$ cat src/rtl/evolution_core.sv
// Game-of-life next-state block for one slice of three grid rows.
// The centre row of the current block plus the last centre cell of the
// previous block are evolved with Conway B3/S23 and registered.
module evolution_core #(
  parameter int unsigned BLOCK_LEN = 8
) (
  input  logic                     clk,
  input  logic                     rst,
  input  logic [3*BLOCK_LEN-1:0]   line_status,
  input  logic [3*BLOCK_LEN-1:0]   last_line_status,
  output logic [BLOCK_LEN-1:0]     now_live,
  output logic                     prev_live_single
);

  // B3/S23 rule on one cell given its eight neighbours.
  function automatic logic life_rule(input logic alive, input logic [7:0] nb);
    logic [3:0] cnt;
    cnt = '0;
    for (int unsigned k = 0; k < 8; k++) begin
      cnt = cnt + {3'b000, nb[k]};
    end
    return (cnt == 4'd3) || (alive && (cnt == 4'd2));
  endfunction

  // Rows of the current block widened by one column on each side:
  // index 0 is the previous block's last column, index BLOCK_LEN+1 is the
  // not-yet-seen right neighbour, which is treated as dead.
  logic [BLOCK_LEN+1:0] up_x;
  logic [BLOCK_LEN+1:0] cen_x;
  logic [BLOCK_LEN+1:0] dn_x;

  logic [BLOCK_LEN-1:0] now_next;
  logic                 prev_next;
  logic [7:0]           prev_nb;

  // Only the two rightmost columns of the previous block matter here.
  logic                 unused_last_cols;
  assign unused_last_cols = ^last_line_status;

  // Assemble the widened rows from both input blocks.
  always_comb begin
    up_x  = {1'b0, line_status[BLOCK_LEN-1:0],             last_line_status[BLOCK_LEN-1]};
    cen_x = {1'b0, line_status[2*BLOCK_LEN-1:BLOCK_LEN],   last_line_status[2*BLOCK_LEN-1]};
    dn_x  = {1'b0, line_status[3*BLOCK_LEN-1:2*BLOCK_LEN], last_line_status[3*BLOCK_LEN-1]};
  end

  // Next state of every centre cell in the current block.
  always_comb begin
    now_next = '0;
    for (int unsigned i = 0; i < BLOCK_LEN; i++) begin
      now_next[i] = life_rule(cen_x[i+1],
                              {up_x[i +: 3], cen_x[i], cen_x[i+2], dn_x[i +: 3]});
    end
  end

  // Next state of the previous block's last centre cell, now that its
  // right neighbour column (column 0 of this block) is available.
  always_comb begin
    prev_nb = {last_line_status[BLOCK_LEN-2],   last_line_status[BLOCK_LEN-1],   line_status[0],
               last_line_status[2*BLOCK_LEN-2],                                  line_status[BLOCK_LEN],
               last_line_status[3*BLOCK_LEN-2], last_line_status[3*BLOCK_LEN-1], line_status[2*BLOCK_LEN]};
    prev_next = life_rule(last_line_status[2*BLOCK_LEN-1], prev_nb);
  end

  // Output registers: capture every cycle, cleared asynchronously.
  always_ff @(posedge clk or posedge rst) begin
    if (rst) begin
      now_live         <= '0;
      prev_live_single <= 1'b0;
    end else begin
      now_live         <= now_next;
      prev_live_single <= prev_next;
    end
  end

endmodule

$ cat config.mk
export PLATFORM = sky130hd
export DESIGN_NAME = evolution_core
export DESIGN_NICKNAME = d
export VERILOG_FILES = /design/src/rtl/evolution_core.sv
export SDC_FILE = /design/constraint.sdc
export NUM_CORES = 1
export LEC_CHECK = 0
export ABC_AREA = 0
export CAP_MARGIN = 20
export CORE_UTILIZATION = 40
export CTS_BUF_LIST = sky130_fd_sc_hd__clkbuf_16
export CTS_CLUSTER_SIZE = 28
export DETAILED_ROUTE_END_ITERATION = 10
export PLACE_DENSITY = 0.73
export SLEW_MARGIN = 10
export SYNTH_ARGS = -nofsm -noshare
export SYNTH_HDL_FRONTEND = slang
export SYNTH_SLANG_ARGS = --single-unit
$ cat constraint.sdc
create_clock -name clk -period 0.9 [get_ports clk]
set_input_delay 0.18 -clock clk [delete_from_list [all_inputs] [get_ports clk]]
set_output_delay 0.18 -clock clk [all_outputs]
set_load 0.01 [all_outputs]
## After elaboration in Yosys (flattened, before gate mapping)

Cells that the tools add are included.

| cells by class | value |
|---|---|
| add/subtract/negate cells | 59 |
| multiply operators | 0 |
| divide/modulo/power cells | 0 |
| order comparisons | 0 |
| equality and inequality tests | 18 |
| shift-type cells | 0 |
| mux-type cells | 0 |
| bitwise gates (word level) | 0 |
| reduce and logical (&&, ||, !) cells | 18 |

Operators by type and width:

| kind | count |
|---|---|
| $add A4 B1 Y4 | 35 |
| $eq A4 B2 Y1 const B | 18 |
| $add A3 B1 Y4 | 8 |
| $add A2 B1 Y3 | 8 |
| $add A1 B1 Y2 | 8 |
| $logic_and A1 B1 Y1 | 9 |
| $logic_or A1 B1 Y1 | 9 |

| word-level totals | value |
|---|---|
| register bits after elaboration | 9 |
| latch bits | 0 |
| bits in writable memories | 0 |
| memory bits (read-only) | 0 |
| memories | 0 |

## Logic depth before layout (Yosys ltp)

| depth | value |
|---|---|
| depth after elaboration | 10 |
| depth in mapped cells | 9 |
| mapped depth without buffers | 9 |

## Least setup slack after synthesis

Ideal clock, no wire load.

| path | value |
|---|---|
| kind | input-to-reg |
| from | input port line_status[3] |
| to | register now_live[4] |
| setup time | 0.077 ns |
| data arrival time | 2.689 ns |
| slack | -1.866 ns |
| cell stages on the path | 9 |
| cell sequence | inv_1 fa_1 fa_1 fa_1 inv_1 ha_1 fa_1 or2_2 a21oi_1 |

| on the way | value |
|---|---|
| longest elaborated chain between the ends | 6 |
| elaborated cells on any way between the ends | 7 |
| classes of those cells | add/sub (3); eq/ne (2); reduce/logical (2) |

RTL lines:

| item | RTL line | source |
|---|---|---|
| start, declared | 9 | `input logic [3*BLOCK_LEN-1:0] line_status,` |
| $add A4 B1 Y4 * (3 in a row) | 20 | `cnt = cnt + {3'b000, nb[k]};` |
| $eq A4 B2 Y1 | 22 | `return (cnt == 4'd3) \|\| (alive && (cnt == 4'd2));` |
| $logic_and A1 B1 Y1 | 22 |  |
| $logic_or A1 B1 Y1 * | 22 |  |
| via now_next[4] | 32 | `logic [BLOCK_LEN-1:0] now_next;` |
| end signal, assigned | 71 | `now_live <= now_next;` |
| end, declared | 11 | `output logic [BLOCK_LEN-1:0] now_live,` |

Mark *: on every way through the listed nets, which the timed path passes. The rest lies on a longest branch.

## Final worst setup path

| path | value |
|---|---|
| from | input port line_status[12] |
| to | register now_live[5] |

| on the way | value |
|---|---|
| longest elaborated chain between the ends | 7 |
| elaborated cells on any way between the ends | 8 |
| classes of those cells | add/sub (4); eq/ne (2); reduce/logical (2) |

RTL lines:

| item | RTL line |
|---|---|
| $add A4 B1 Y4 * (4 in a row) | 20 |
| $eq A4 B2 Y1 | 22 |
| $logic_and A1 B1 Y1 | 22 |
| $logic_or A1 B1 Y1 * | 22 |
| via now_next[5] | 32 |

Marks and branches as above.

==> results.toml <==
[sta]
slew_violations = 0
timing.final.crit_period_ns = 2.62
grt_setup_unrepaired = "yes"
setup_slack_ns = -1.72
setup_viol = 12
hold_viol_final = 0
setup-tns-final_ns = -13.56
fmaxAchievable_mhz = 382
relSlewSlack_pct = 80.4
worst_pin_slew_ns = 0.295
fin_crit_sh_pct = 291

[floorplanning]
ioPinCount = 59
dieHeight_um = 66.3
dieArea_sq_um = 4400
die_x_um = 66.3
core_area_sq_um = 3970
rows = 23
start_util_pct = 41.7

[route]
vias = 1334
drt_iter0_drc = 36
wirelength_mm = 3.57
ant_nets = 0
drc = 0
dr.pass1.iters = 4
routedWlPerCell_um = 12.3
routed_via_density = 4.58

[clock_tree]
h-tree-depth = 1
cts_buffers = 3
cts_tree = "yes"
cts-root-buf = "clkbuf_16"
clkSinkCount = 9
cts.path.max_buffers = 2
postCtsHoldBufs = 0
path_clk_slew_ns = 0.04

[synth]
synthArstFlopShare_pct = 100
syn_area_per_cell_sq_um = 9.96
synth-xor-area-share_pct = 0
synth_seq_cells = 9
netlist_top_cells_count = "59 x inv_1, 34 x fa_1, 24 x ha_1"
syn_inst = 166
synth_nets = 274
synthSimpleGateAreaFrac_pct = 5.67
yosys_warnings = 0
synth_top_area_share_pct = 41.1
synth_top_flop_cell = "dfrtp_1"
yosysMostFrequentCell = "inv_1"
synth_edf_count = 0
muxShareOfSynthArea_pct = 0
synth_area_leader_cell = "fa_1"
synthAdderAreaFrac_pct = 59.3
synth.distinct_cells = 13
synth_top_family_by_area = "adder cells"
syn_area_sq_um = 1650
ys_seq_area_share_pct = 13.6
synth_compound_area_share_pct = 8.02
synth.area.top_cells = "fa_1 41%, ha_1 18%, dfrtp_1 14%"

[critical_path]
cp-start-kind = "primary input"
required_ns = 1.06
path_class = "primary input to flop"
crit_path_end_kind = "flop"
arrival_ns = 2.78
crit_fanout = 2

[place]
hpwl_mm = 2.84
dp.cells = 281
port_buffers = 40
gp_congestion = 0.802

[run]
drv_cap = 0

[cells_and_area]
area_growth_pct = 63.4
fin_nets = 350
drive_gt1_share_pct = 49.4
insertedDiodeCount = 0
instances_no_fill = 291
post-route-util_pct = 68.1

[min_path]
hold_path_class = "primary input to flop"

[global_routing]
overflow = 0
grt_pass1_vias = 1416
grtUsageTotal_pct = 18.2
met1_usage_pct = 24.1
grt_max_degree = 10
antenna_found_initial = 0
use_met3_pct = 2.24
met2_usage_pct = 30.2
grt_pass1_wl_mm = 5.98
grt_busiest_layer = "met2"

[power_and_ir_drop]
power.density_nw_per_um2 = 1520
leakagePower_uw = 0.00134
ir_drop_mv = 0.681

[status]
status = "finished, violations left"
violations = "setup timing"
-- stage by stage --
| stage | power [uW] | setup WS, ns | hold WS (ns) | area, sq um |
|---|---|---|---|---|
| 4_1_cts | 3860 | -1.74 | 0.235 | 2570 |
| 2_1_floorplan | 2070 | -1.81 | 0.00792 | 1760 |
| 5_1_grt | 4500 | -1.78 | 0.234 | 2700 |
| 6_report | 4100 | -1.72 | 0.218 | 2700 |
| 3_5_place_dp | 2950 | -2.56 | 0.494 | 2420 |
| 3_3_place_gp | 2840 | -2.49 | 0.488 | 2420 |
-- final cells by class --
class                      count  area, sq um
timing repair buffer          71          658
inverter                      59          277
tap                           50         62.6
clock inverter                 1         3.75
multi-input combinational     98         1400
sequential                     9          225
fill                         301         1270
clock buffer                   3         75.1
-- logic make-up (layout without fill, tap and decap cells) --
logic type,after synthesis,count (layout)
AO/OA/AOI/OAI,22,22
AND/OR/NAND/NOR,18,18
flip-flops,9,9
buffers and inverters,59,134
adder cells (fa/ha/maj),58,58
-- worst paths after layout --
check	start	to	slack, ns	depth (start not counted)
worst max-delay path	line_status[12]	now_live[5]	-1.72	11
worst min-delay path	line_status[10]	now_live[2]	0.22	3
max in group asynchronous	rst	now_live[5]	0.55	3
min in group asynchronous	rst	now_live[2]	0.24	3
-- state kept, by name (all words and copies together), names as in the netlist --
register	flops
prev_live_single	1
now_live	8
-- cells in the final DEF (no fill, tap or decap), types with 4 or more instances in the layout --
cell	count
inv_1	37
buf_4	28
fa_1	24
ha_1	16
inv_2	13
clkdlybuf4s50_1	12
buf_6	12
fa_2	10
dfrtp_1	9
buf_2	8
inv_4	7
or2_4	6
a21oi_1	6
nand3_1	6
a21oi_2	6
ha_4	6
o21ai_2	4
buf_8	4
-- power by group --
| part | switching [uW] | internal, uW |
|---|---|---|
| combinational | 1310 | 1400 |
| clock | 213 | 583 |
| sequential | 41.7 | 552 |
-- timing repair --
| item | in CTS | in global routing |
|---|---|---|
| pin swaps | 47 | 24 |
| setup buffers | 4 | 3 |
| gates resized for setup | 146 | 23 |
| endpoints found under the setup margin | 18 | 18 |
-- worst max-delay path, stage by stage --
cell,delay [ns]
buf_6,0.07
buf_6,0.12
inv_12,0.03
fa_1,0.50
fa_1,0.43
fa_1,0.51
inv_2,0.05
ha_4,0.16
fa_2,0.35
or2_4,0.26
a21oi_2,0.13
-- routing by layer --
| layer | share of wire [%] | vias to the layer above |
|---|---|---|
| li1 | - | 649 |
| met1 | 43 | 646 |
| met2 | 52 | 30 |
| met3 | 3.2 | 9 |
| met4 | 2.0 | 0 |
| met5 | 0 | - |
(Power assumes the default switching activity.)
==> RTL edit: new RTL, config.mk and constraints unchanged <==
Register the inputs `line_status` and `last_line_status` before use, cleared by the reset. The logic sees them one clock later.
--- a/src/rtl/evolution_core.sv
+++ b/src/rtl/evolution_core.sv
@@ -13,2 +13,15 @@
 );
+
+  logic [3*BLOCK_LEN-1:0] line_status_q;
+  logic [3*BLOCK_LEN-1:0] last_line_status_q;
+
+  always_ff @(posedge clk or posedge rst) begin
+    if (rst) begin
+      line_status_q      <= '0;
+      last_line_status_q <= '0;
+    end else begin
+      line_status_q      <= line_status;
+      last_line_status_q <= last_line_status;
+    end
+  end
 
@@ -37,3 +50,3 @@
   logic                 unused_last_cols;
-  assign unused_last_cols = ^last_line_status;
+  assign unused_last_cols = ^last_line_status_q;
 
@@ -41,5 +54,5 @@
   always_comb begin
-    up_x  = {1'b0, line_status[BLOCK_LEN-1:0],             last_line_status[BLOCK_LEN-1]};
-    cen_x = {1'b0, line_status[2*BLOCK_LEN-1:BLOCK_LEN],   last_line_status[2*BLOCK_LEN-1]};
-    dn_x  = {1'b0, line_status[3*BLOCK_LEN-1:2*BLOCK_LEN], last_line_status[3*BLOCK_LEN-1]};
+    up_x  = {1'b0, line_status_q[BLOCK_LEN-1:0],             last_line_status_q[BLOCK_LEN-1]};
+    cen_x = {1'b0, line_status_q[2*BLOCK_LEN-1:BLOCK_LEN],   last_line_status_q[2*BLOCK_LEN-1]};
+    dn_x  = {1'b0, line_status_q[3*BLOCK_LEN-1:2*BLOCK_LEN], last_line_status_q[3*BLOCK_LEN-1]};
   end
@@ -58,6 +71,6 @@
   always_comb begin
-    prev_nb = {last_line_status[BLOCK_LEN-2],   last_line_status[BLOCK_LEN-1],   line_status[0],
-               last_line_status[2*BLOCK_LEN-2],                                  line_status[BLOCK_LEN],
-               last_line_status[3*BLOCK_LEN-2], last_line_status[3*BLOCK_LEN-1], line_status[2*BLOCK_LEN]};
-    prev_next = life_rule(last_line_status[2*BLOCK_LEN-1], prev_nb);
+    prev_nb = {last_line_status_q[BLOCK_LEN-2],   last_line_status_q[BLOCK_LEN-1],   line_status_q[0],
+               last_line_status_q[2*BLOCK_LEN-2],                                  line_status_q[BLOCK_LEN],
+               last_line_status_q[3*BLOCK_LEN-2], last_line_status_q[3*BLOCK_LEN-1], line_status_q[2*BLOCK_LEN]};
+    prev_next = life_rule(last_line_status_q[2*BLOCK_LEN-1], prev_nb);
   end
Formal check against the unedited RTL: not equivalent (Yosys sat finds a counterexample within 4 cycles, from zero or initial values and one cycle with rst high).
==> RTL edit against the unedited design <==
  * The flow still finishes with violations (setup timing)
  * Sequential power rose to 3.5 times the old value
  * Total power up 52%
  * Utilization shrank 7.3 points
  * Setup slack worse by 0.34 ns
  * Synthesized cell count up 17%
  * Highest routed layer unchanged
  * Largest power group unchanged
  * Design area up 27%
  * Routed wire length is 21% higher
  * Synthesized area is 45% higher
  * Largest cell class unchanged
  * Combinational power is 7.4% lower
  * Sequential cell count up 30
==> RTL edit: results (changes against the unedited design) <==
| Metric | Value |
|---|---|
| Status | finished with violations |
| Violated checks | setup timing |
| Met3 routed WL | 185 um (+59%) |
| Placed insts | 335 (+19%) |
| Synth area leaders | dfrtp_1 41%, fa_1 28%, ha_1 13% |
| First-pass GRT wire length | 7.69 mm (+29%) |
| Peak supply drop | 0.811 mV (+19%) |
| Clock-cell share of area | 0.0398 (+0.0106) |
| Static Leak | 1.68 nW (+25%) |
| Worst slew margin | 0.874 (+0.0706) |
| DP Area | 3170 um^2 (+31%) |
| Worst endpoint data arrival time | 3.17 ns (+0.39 ns) |
| Non-clk invs | 57 (-3.4%) |
| Clock transition at path regs | 0.06 ns (+0.02 ns) |
| Setup violations, final | 18 (+6) |
| Metal2 WL | 2.38 mm (+29%) |
| Final WS setup | -2.06 ns (-0.339 ns) |
| Multi-In Gates | 99 (+1.0%) |
| Signal buf overhead | 0.193 (-0.0502) |
| Hpwl dp | 3.36 mm (+19%) |
| Number of CTS-inserted buffers | 5 (+2) |
| Seq_cells | 39 (+30) |
| Vias | 1552 (+16%) |
| Mean Syn Cell Area | 12.3 um^2 (+23%) |
| Met1 GRT Util | 0.189 (-0.0524) |
| Worst hold path type | primary input to async pin |
| Reg area | 976 um^2 (+330%) |
| Sequential portion of the cell area | 0.285 (+0.201) |
| Signal buffers | 74 (+4.2%) |
| Fillers | 441 (+47%) |
| Yosys top cell by area | dfrtp_1 |
| DR WL/cell | 12.3 um (+0.48%) |
| Vias in the first global route | 1781 (+26%) |
| Compound-cell area share of the yosys netlist | 0.0517 (-0.0285) |
| Layout cells sized above 1 | 0.354 (-0.140) |
| Biggest regs | line_status_q: 24 flops, now_live: 8 flops, last_line_status_q: 6 flops |
| Met3 Track Usage GR | 0.0457 (+0.0233) |
| Largest net degree at the start of global routing | 17 (+7) |
| Gpl congestion | 0.815 (+1.6%) |
| Crit path largest cell delay | 0.55 ns (+0.04 ns) |
| Met2 Track Usage GR | 0.299 (-0.00316) |
| Final core utilization | 0.608 (-0.0726) |
| Multi-input logic portion of the cell area | 0.393 (-0.126) |
| Global Route Usage Sum | 0.166 (-0.0152) |
| Cell variety after synth | 17 (+4) |
| Layout Nets | 384 (+9.7%) |
| H-tree levels | 2 (+1) |
| Seq/Total Area, Yosys | 0.407 (+0.271) |
[RTL edit: cell types whose count changed in the layout (fill, tap and decap cells not counted), sizes merged, moves of 3 or more]
cell           change
inv                -3
buf               -11
clkdlybuf4s15      -3
clkdlybuf4s50     +19
dfrtp             +30
[RTL edit: path summary, 6_finish.rpt]
kind                                    from                 to  slack, ns  cells after the start
max                         line_status_q[8]        now_live[1]      -2.06                      9
min                                      rst        now_live[6]       0.34                      3
max reg2reg                 line_status_q[8]        now_live[1]      -2.06                      9
min reg2reg                line_status_q[13]        now_live[5]       0.57                      2
max in group asynchronous                rst  line_status_q[10]       0.43                      3
min in group clk              line_status[9]   line_status_q[9]       0.34                      1
[RTL edit: what timing repair did]
item	CTS	global route
gates cloned	0	0
setup buffers	5	4
pin swaps	28	12
endpoints found under the setup margin	18	18
resized for setup	70	7
[RTL edit: report_power, final]
part           total [mW]  switching (mW)  internal [mW]
registers            2.05          0.0817           1.97
clock network        1.66           0.660          0.997
logic                2.51            1.21           1.30
